===== src/rtl/fan_pkg.sv =====
// fan_pkg: shared state encoding, off-timer presets and default level duties for fan_scheduler
package fan_pkg;

  typedef enum logic [1:0] {IDLE, RAMP_UP, RUN, RAMP_DOWN} fan_state_e;

  localparam logic [8:0] TMR_P1 = 9'd60;
  localparam logic [8:0] TMR_P2 = 9'd180;
  localparam logic [8:0] TMR_P3 = 9'd300;

  localparam logic [7:0] LVL1_DUTY_DEF = 8'd85;
  localparam logic [7:0] LVL2_DUTY_DEF = 8'd170;
  localparam logic [7:0] LVL3_DUTY_DEF = 8'd255;

  // Next preset above the current remaining time; a partly elapsed timer moves up to the next preset.
  function automatic logic [8:0] next_preset(input logic [8:0] r);
    return r == 9'd0 ? TMR_P1 : r <= TMR_P1 ? TMR_P2 : r <= TMR_P2 ? TMR_P3 : 9'd0;
  endfunction

endpackage


===== src/rtl/tick_gen.sv =====
// tick_gen: free-running prescaler emitting a one-cycle tick every DIV cycles, restartable by a sync clear
module tick_gen #(
  parameter int DIV = 4
) (
  input  logic clk,
  input  logic reset_n,
  input  logic clr,
  output logic tick
);

  localparam int W = DIV > 1 ? $clog2(DIV) : 1;

  logic [W-1:0] cnt;

  assign tick = cnt == W'(DIV - 1);

  // Count up, wrapping on tick; clear restarts the period from zero.
  always_ff @(posedge clk or negedge reset_n)
    if (!reset_n) cnt <= '0;
    else if (clr || tick) cnt <= '0;
    else cnt <= cnt + 1'b1;

endmodule


===== src/rtl/fan_scheduler.sv =====
// fan_scheduler: power-level / ramped duty / oscillation / off-timer controller; off-timer built only with FAN_SCHEDULER_TIMER_EN
module fan_scheduler
  import fan_pkg::*;
#(
  parameter int         RAMP_DIV   = 100_000,
  parameter int         TIMER_UNIT = 100_000_000,
  parameter logic [7:0] LVL1_DUTY  = LVL1_DUTY_DEF,
  parameter logic [7:0] LVL2_DUTY  = LVL2_DUTY_DEF,
  parameter logic [7:0] LVL3_DUTY  = LVL3_DUTY_DEF
) (
  input  logic       clk,
  input  logic       reset_n,
  input  logic       btn_power,
  input  logic       btn_timer,
  input  logic       btn_spin,
  output logic [7:0] duty,
  output logic [1:0] level,
  output logic       spin_en,
  output logic [8:0] timer_remain
);

  fan_state_e state, state_nxt;
  logic [1:0] level_nxt;
  logic [7:0] target, target_nxt, step, duty_nxt;
  logic       lvl_chg, ramping, ramp_tick, ramp_clr, ramp_step, expire;

  function automatic logic [7:0] lvl_duty(input logic [1:0] l);
    return l == 2'd0 ? 8'd0 : l == 2'd1 ? LVL1_DUTY : l == 2'd2 ? LVL2_DUTY : LVL3_DUTY;
  endfunction

  // Timer expiry overrides a coincident power press; 3 wraps to 0 naturally in two bits.
  assign level_nxt  = expire ? 2'd0 : level + {1'b0, btn_power};
  assign lvl_chg    = level_nxt != level;
  assign target     = lvl_duty(level);
  assign target_nxt = lvl_duty(level_nxt);
  assign ramping    = state == RAMP_UP || state == RAMP_DOWN;
  assign step       = state == RAMP_UP ? (duty == 8'hFF ? duty : duty + 8'd1)
                                       : (duty == 8'h00 ? duty : duty - 8'd1);

  tick_gen #(.DIV(RAMP_DIV)) u_ramp_tick (
    .clk     (clk),
    .reset_n (reset_n),
    .clr     (ramp_clr),
    .tick    (ramp_tick)
  );

  // State register.
  always_ff @(posedge clk or negedge reset_n)
    if (!reset_n) state <= IDLE;
    else state <= state_nxt;

  // Next state: a level change picks the ramp direction from the current duty, a finished ramp settles.
  always_comb begin
    state_nxt = state;
    if (lvl_chg)
      state_nxt = target_nxt > duty ? RAMP_UP : target_nxt < duty ? RAMP_DOWN : state;
    else if (ramping && (duty == target || (ramp_step && step == target)))
      state_nxt = target == 8'd0 ? IDLE : RUN;
  end

  // FSM outputs: ramp prescaler held in reset outside ramps and restarted on a level change.
  always_comb begin
    ramp_clr  = lvl_chg || !ramping;
    ramp_step = ramping && ramp_tick && !lvl_chg;
    duty_nxt  = ramp_step ? step : duty;
  end

  // Datapath registers: duty, level and oscillation enable (cleared whenever the fan is off).
  always_ff @(posedge clk or negedge reset_n)
    if (!reset_n) begin
      duty    <= 8'd0;
      level   <= 2'd0;
      spin_en <= 1'b0;
    end else begin
      duty    <= duty_nxt;
      level   <= level_nxt;
      spin_en <= level_nxt != 2'd0 && (spin_en ^ (btn_spin && level != 2'd0));
    end

`ifdef FAN_SCHEDULER_TIMER_EN

  logic tmr_tick, tmr_load;

  // A timer press is judged against the level after any coincident power press.
  assign tmr_load = btn_timer && level_nxt != 2'd0;
  assign expire   = tmr_tick && timer_remain == 9'd1;

  tick_gen #(.DIV(TIMER_UNIT)) u_tmr_tick (
    .clk     (clk),
    .reset_n (reset_n),
    .clr     (timer_remain == 9'd0 || level_nxt == 2'd0 || tmr_load),
    .tick    (tmr_tick)
  );

  // Off-timer: cleared when the fan goes off, reloaded by the button, otherwise counts down per unit.
  always_ff @(posedge clk or negedge reset_n)
    if (!reset_n) timer_remain <= 9'd0;
    else if (level_nxt == 2'd0) timer_remain <= 9'd0;
    else if (tmr_load) timer_remain <= next_preset(timer_remain);
    else if (tmr_tick && timer_remain != 9'd0) timer_remain <= timer_remain - 9'd1;

`else

  logic unused_timer;

  assign unused_timer = btn_timer ^ (TIMER_UNIT == 0);
  assign expire       = 1'b0;
  assign timer_remain = 9'd0;

`endif

endmodule


===== config.mk =====
export PLATFORM = sky130hd
export DESIGN_NAME = fan_scheduler
export DESIGN_NICKNAME = d
export VERILOG_FILES = /design/src/rtl/fan_pkg.sv /design/src/rtl/tick_gen.sv /design/src/rtl/fan_scheduler.sv
export SDC_FILE = /design/constraint.sdc
export NUM_CORES = 1
export LEC_CHECK = 0
export CAP_MARGIN = 20
export CORE_MARGIN = 5
export CORE_UTILIZATION = 55
export DETAILED_ROUTE_END_ITERATION = 8
export PLACE_DENSITY = 0.78
export SETUP_SLACK_MARGIN = 0.05
export SLEW_MARGIN = 20
export SYNTH_ARGS = -nofsm -noshare
export SYNTH_HDL_FRONTEND = slang
export SYNTH_SLANG_ARGS = --single-unit

===== constraint.sdc =====
create_clock -name clk -period 4.1 [get_ports clk]
set_input_delay 0.615 -clock clk [delete_from_list [all_inputs] [get_ports clk]]
set_output_delay 0.615 -clock clk [all_outputs]
set_load 0.01 [all_outputs]

==> results.md <==
Critical path:
- The worst register-to-register path has a setup slack of 0.92 ns.
- The worst setup path is captured at a flip-flop.
- The arrival time of data at the critical path endpoint is 3.44 ns.
- The maximum net fanout on the critical path is 7.
- The most critical setup path has its startpoint at btn_power.
- The critical setup path kind is input port to flip-flop.
- The startpoint of the worst-slack reg-to-reg timing path is duty[1].
- The required time of the critical path is 4.31 ns.
- STA classifies the critical path startpoint as an input port.

Detailed routing:
- The number of vias after detailed routing is 1962.
- The final routed DRC violation total is 0.
- In the final routed layout, each cell accounts on average for 14.8 µm.
- The detail route stage leaves a number of antenna-violating nets equal to 0.
- The detailed router finished its first iteration with 167 violations.
- The detailed-router iteration count before antenna repair is 4.
- Using the TritonRoute via totals, the vias-per-cell ratio works out to 5.98.
- The routed design has 4870 µm of wire.

STA:
- At the pin with the least slew margin, the transition time is 0.985 ns.
- Setup repair after global routing left no endpoint under its margin.
- Adding up every negative setup slack in the final design gives 0 ns.
- The shortest clock period the worst path allows after layout is 3.23 ns.
- The clock arrives with 0.00698 ns of skew.
- The final critical-path share of the clock period is 0.787.
- The final count of hold timing violations is 0.
- The total of endpoints with negative setup slack in the final report is 0.
- The worst slew margin relative to its limit is 0.342.
- The post-layout worst setup margin is 0.871 ns.
- Derived from the worst setup path, the maximum achievable clock frequency is 310 MHz.
- The final number of max-transition violations was 0.

Synthesis:
- The post-synthesis sequential element count is 30.
- For this run, the number of Yosys warnings is 0.
- In this run the mean area of a mapped cell was 8.55 µm².
- The count of mapped cells out of synthesis is 265.
- The most frequently used flop master after synthesis is sky130_fd_sc_hd__dfrtp_1.
- The sequential area share after synthesis is 0.331.
- In the post-synthesis netlist, the biggest area contributors are sky130_fd_sc_hd__dfrtp_1 33%, sky130_fd_sc_hd__ha_1 7.2%, sky130_fd_sc_hd__xor2_1 5.4%.
- Yosys instantiated no cell more often than sky130_fd_sc_hd__dfrtp_1.
- The biggest area contributor in the post-synthesis netlist is sky130_fd_sc_hd__dfrtp_1.
- The commonest cells after synthesis are 30 x sky130_fd_sc_hd__dfrtp_1, 29 x sky130_fd_sc_hd__nor2_1, 19 x sky130_fd_sc_hd__nand2_1.
- After synthesis, the share of flip-flops with an asynchronous set or reset is 1.00.
- The number of enable flip-flop cells after synthesis is 0.
- Of the post-synthesis cell area, the dominant cell type holds 0.331.
- The number of different library cells used by synthesis comes to 56.
- The post-synthesis instance area is 2270 µm².

Floorplan:
- The floorplan die area is 5500 µm².
- The die is 74.2 µm wide.
- The region available for standard cell placement spans 4000 µm².
- The effective utilization at floorplan is 0.566.
- The die is 74.2 µm tall.
- The number of ports placed on the die boundary is 25.
- The number of placement rows is 23.

Placement:
- The port buffer count is 14.
- The post-placement cell count is 320.
- The last weighted congestion value of the routability-driven placer is 0.943.
- Timing analysis after detailed placement gives a worst setup slack of 0.581 ns.
- The post-detailed-placement half-perimeter wirelength is 3550 µm.

Clocking:
- The number of buffers inserted to repair setup after CTS is 0.
- The maximum buffer depth of the clock tree is 2.
- The cell sitting at the root of the clock tree is a sky130_fd_sc_hd__clkbuf_8.
- In this run the number of H-tree levels came out at 2.
- The clock reaches the later pin of the worst-skew pair after 0.28 ns.
- The clock input transition at the sequential cells of the worst setup and hold paths is 0.07 ns.
- For this design, the CTS-stage hold fixing added 0 buffers.
- The count of instances resized after the clock tree is built is 0.
- The TritonCTS clock tree is done.
- The number of buffers created by CTS is 5.
- The clock sink count is 30.

Cells and area:
- The number of inserted diodes is 0.
- The filler cells instantiated in the layout total 355.
- In the final layout, the share of cells above drive strength 1 is 0.0935.
- The post-route core utilization is 0.621.
- The sequential cells in the finished layout cover a total of 751 µm².
- The count of cells in the finished layout, fillers not included, comes to 328.
- The combined area of the multi-input logic cells is 1370 µm².
- Relative to the synthesized area, the layout overhead comes to 9.61%.
- In the final design database the tool counted 295 nets.

Hold path:
- The tightest min-delay check is of the input port to async pin type.

GRT:
- The wire length of the first global-routing pass is 8620 µm.
- Across every metal layer, demand over resource in global routing totals 0.199.
- The number of antenna violations at the first check in global routing was 0.
- The via count of the first global-routing pass was 1867.
- Entering global routing, the biggest net connects 26 pins.
- Summed over all layers, the global routing overflow is 0.

Job:
- Max-cap violations in this run came to 0.

Pwr:
- The largest voltage drop on the vdd net is 0.000503 V.
- The leakage power total is 1.06 nW.
- The sum of internal, switching and leakage power is 1.14 mW.
- The areal power density over the cells is 458 nW/µm².

Run status:
- The run finished with clean final reports.
flip-flops by register name, summed over array words and instances (netlist names):
signal	flops
duty	8
level	2
spin_en	1
state	2
u_ramp_tick.cnt	17
report_power, final:
part / leakage [nW] / switching (mW) / internal, mW
clock: 0.0472 / 0.110 / 0.135
sequential: 0.378 / 0.0474 / 0.326
combinational: 0.636 / 0.299 / 0.220
total: 1.06 / 0.457 / 0.681
layout make-up:
cell class | count | area share
multi-input combinational | 210 | 0.550
clock buffer | 6 | 0.0332
inverter | 12 | 0.0181
timing repair buffer | 18 | 0.0665
tap | 50 | 0.0252
clock inverter | 2 | 0.00504
sequential | 30 | 0.302
metrics by stage:
step / hold WS, ns / cell area, µm²
after detailed placement: 0.488 / 2390
after CTS: 0.337 / 2480
after floorplan: 0.319 / 2300
after global placement: 0.482 / 2390
final: 0.331 / 2480
after global routing: 0.364 / 2480
cell usage in the layout, fill, tap and decap left out, types with 3 or more instances in the layout:
| cell type | netlist | routed |
|---|---|---|
| sky130_fd_sc_hd__a21o_1 | 3 | 3 |
| sky130_fd_sc_hd__inv_1 | 12 | 12 |
| sky130_fd_sc_hd__clkbuf_8 | 0 | 6 |
| sky130_fd_sc_hd__nor2_1 | 29 | 29 |
| sky130_fd_sc_hd__xor2_1 | 14 | 14 |
| sky130_fd_sc_hd__and3_1 | 4 | 4 |
| sky130_fd_sc_hd__clkdlybuf4s50_1 | 0 | 13 |
| sky130_fd_sc_hd__a21oi_1 | 11 | 11 |
| sky130_fd_sc_hd__nand3_1 | 17 | 17 |
| sky130_fd_sc_hd__o21a_1 | 3 | 3 |
| sky130_fd_sc_hd__dfrtp_1 | 30 | 30 |
| sky130_fd_sc_hd__nand2_1 | 19 | 19 |
| sky130_fd_sc_hd__nor3_1 | 12 | 12 |
| sky130_fd_sc_hd__xnor2_1 | 8 | 8 |
| sky130_fd_sc_hd__o21ai_0 | 8 | 8 |
| sky130_fd_sc_hd__conb_1 | 1 | 9 |
| sky130_fd_sc_hd__o21bai_1 | 4 | 4 |
| sky130_fd_sc_hd__nand2b_1 | 3 | 3 |
| sky130_fd_sc_hd__a31oi_1 | 4 | 4 |
| sky130_fd_sc_hd__ha_1 | 13 | 13 |
| sky130_fd_sc_hd__buf_4 | 10 | 4 |
| sky130_fd_sc_hd__nand4_1 | 8 | 8 |
critical path: stages:
cell                              delay (ns)
sky130_fd_sc_hd__clkdlybuf4s50_1        0.40
sky130_fd_sc_hd__ha_1                   0.40
sky130_fd_sc_hd__xnor2_1                0.25
sky130_fd_sc_hd__nand3_1                0.22
sky130_fd_sc_hd__nor3_2                 0.26
sky130_fd_sc_hd__nand3_1                0.09
sky130_fd_sc_hd__or4b_1                 0.58
sky130_fd_sc_hd__a22oi_4                0.20
sky130_fd_sc_hd__mux2_4                 0.32
sky130_fd_sc_hd__nor2_2                 0.09
kinds of logic (layout without fill, tap and decap cells):
group / count (synthesis) / after routing / share of synthesized area
compound gates: 49 / 49 / 0.152
xor+xnor: 22 / 22 / 0.0850
fa+ha+maj: 13 / 13 / 0.0718
buf+inv: 33 / 38 / 0.0795
flops: 30 / 30 / 0.331
mux: 2 / 2 / 0.0110
other cells: 1 / 9 / 0.00165
simple gates: 115 / 115 / 0.267
metal layers:
| metal | wire, µm | vias up | GRT usage | part of all wire |
|---|---|---|---|---|
| li1 | - | 945 | - | - |
| met4 | 110 | 0 | 0.0644 | 0.023 |
| met5 | 0 | - | 0 | 0 |
| met1 | 2160 | 908 | 0.284 | 0.44 |
| met2 | 2200 | 94 | 0.302 | 0.45 |
| met3 | 396 | 15 | 0.0419 | 0.081 |
worst paths after layout:
| kind | cells after the start | end |
|---|---|---|
| min in group clk | 1 | u_ramp_tick.cnt[0] |
| setup / recovery | 10 | state[1] |
| setup reg to reg | 10 | state[1] |
| hold / removal | 1 | u_ramp_tick.cnt[15] |
| max in group asynchronous | 2 | u_ramp_tick.cnt[5] |
| hold reg to reg | 1 | u_ramp_tick.cnt[0] |
Power figures use the tool's default switching activity.
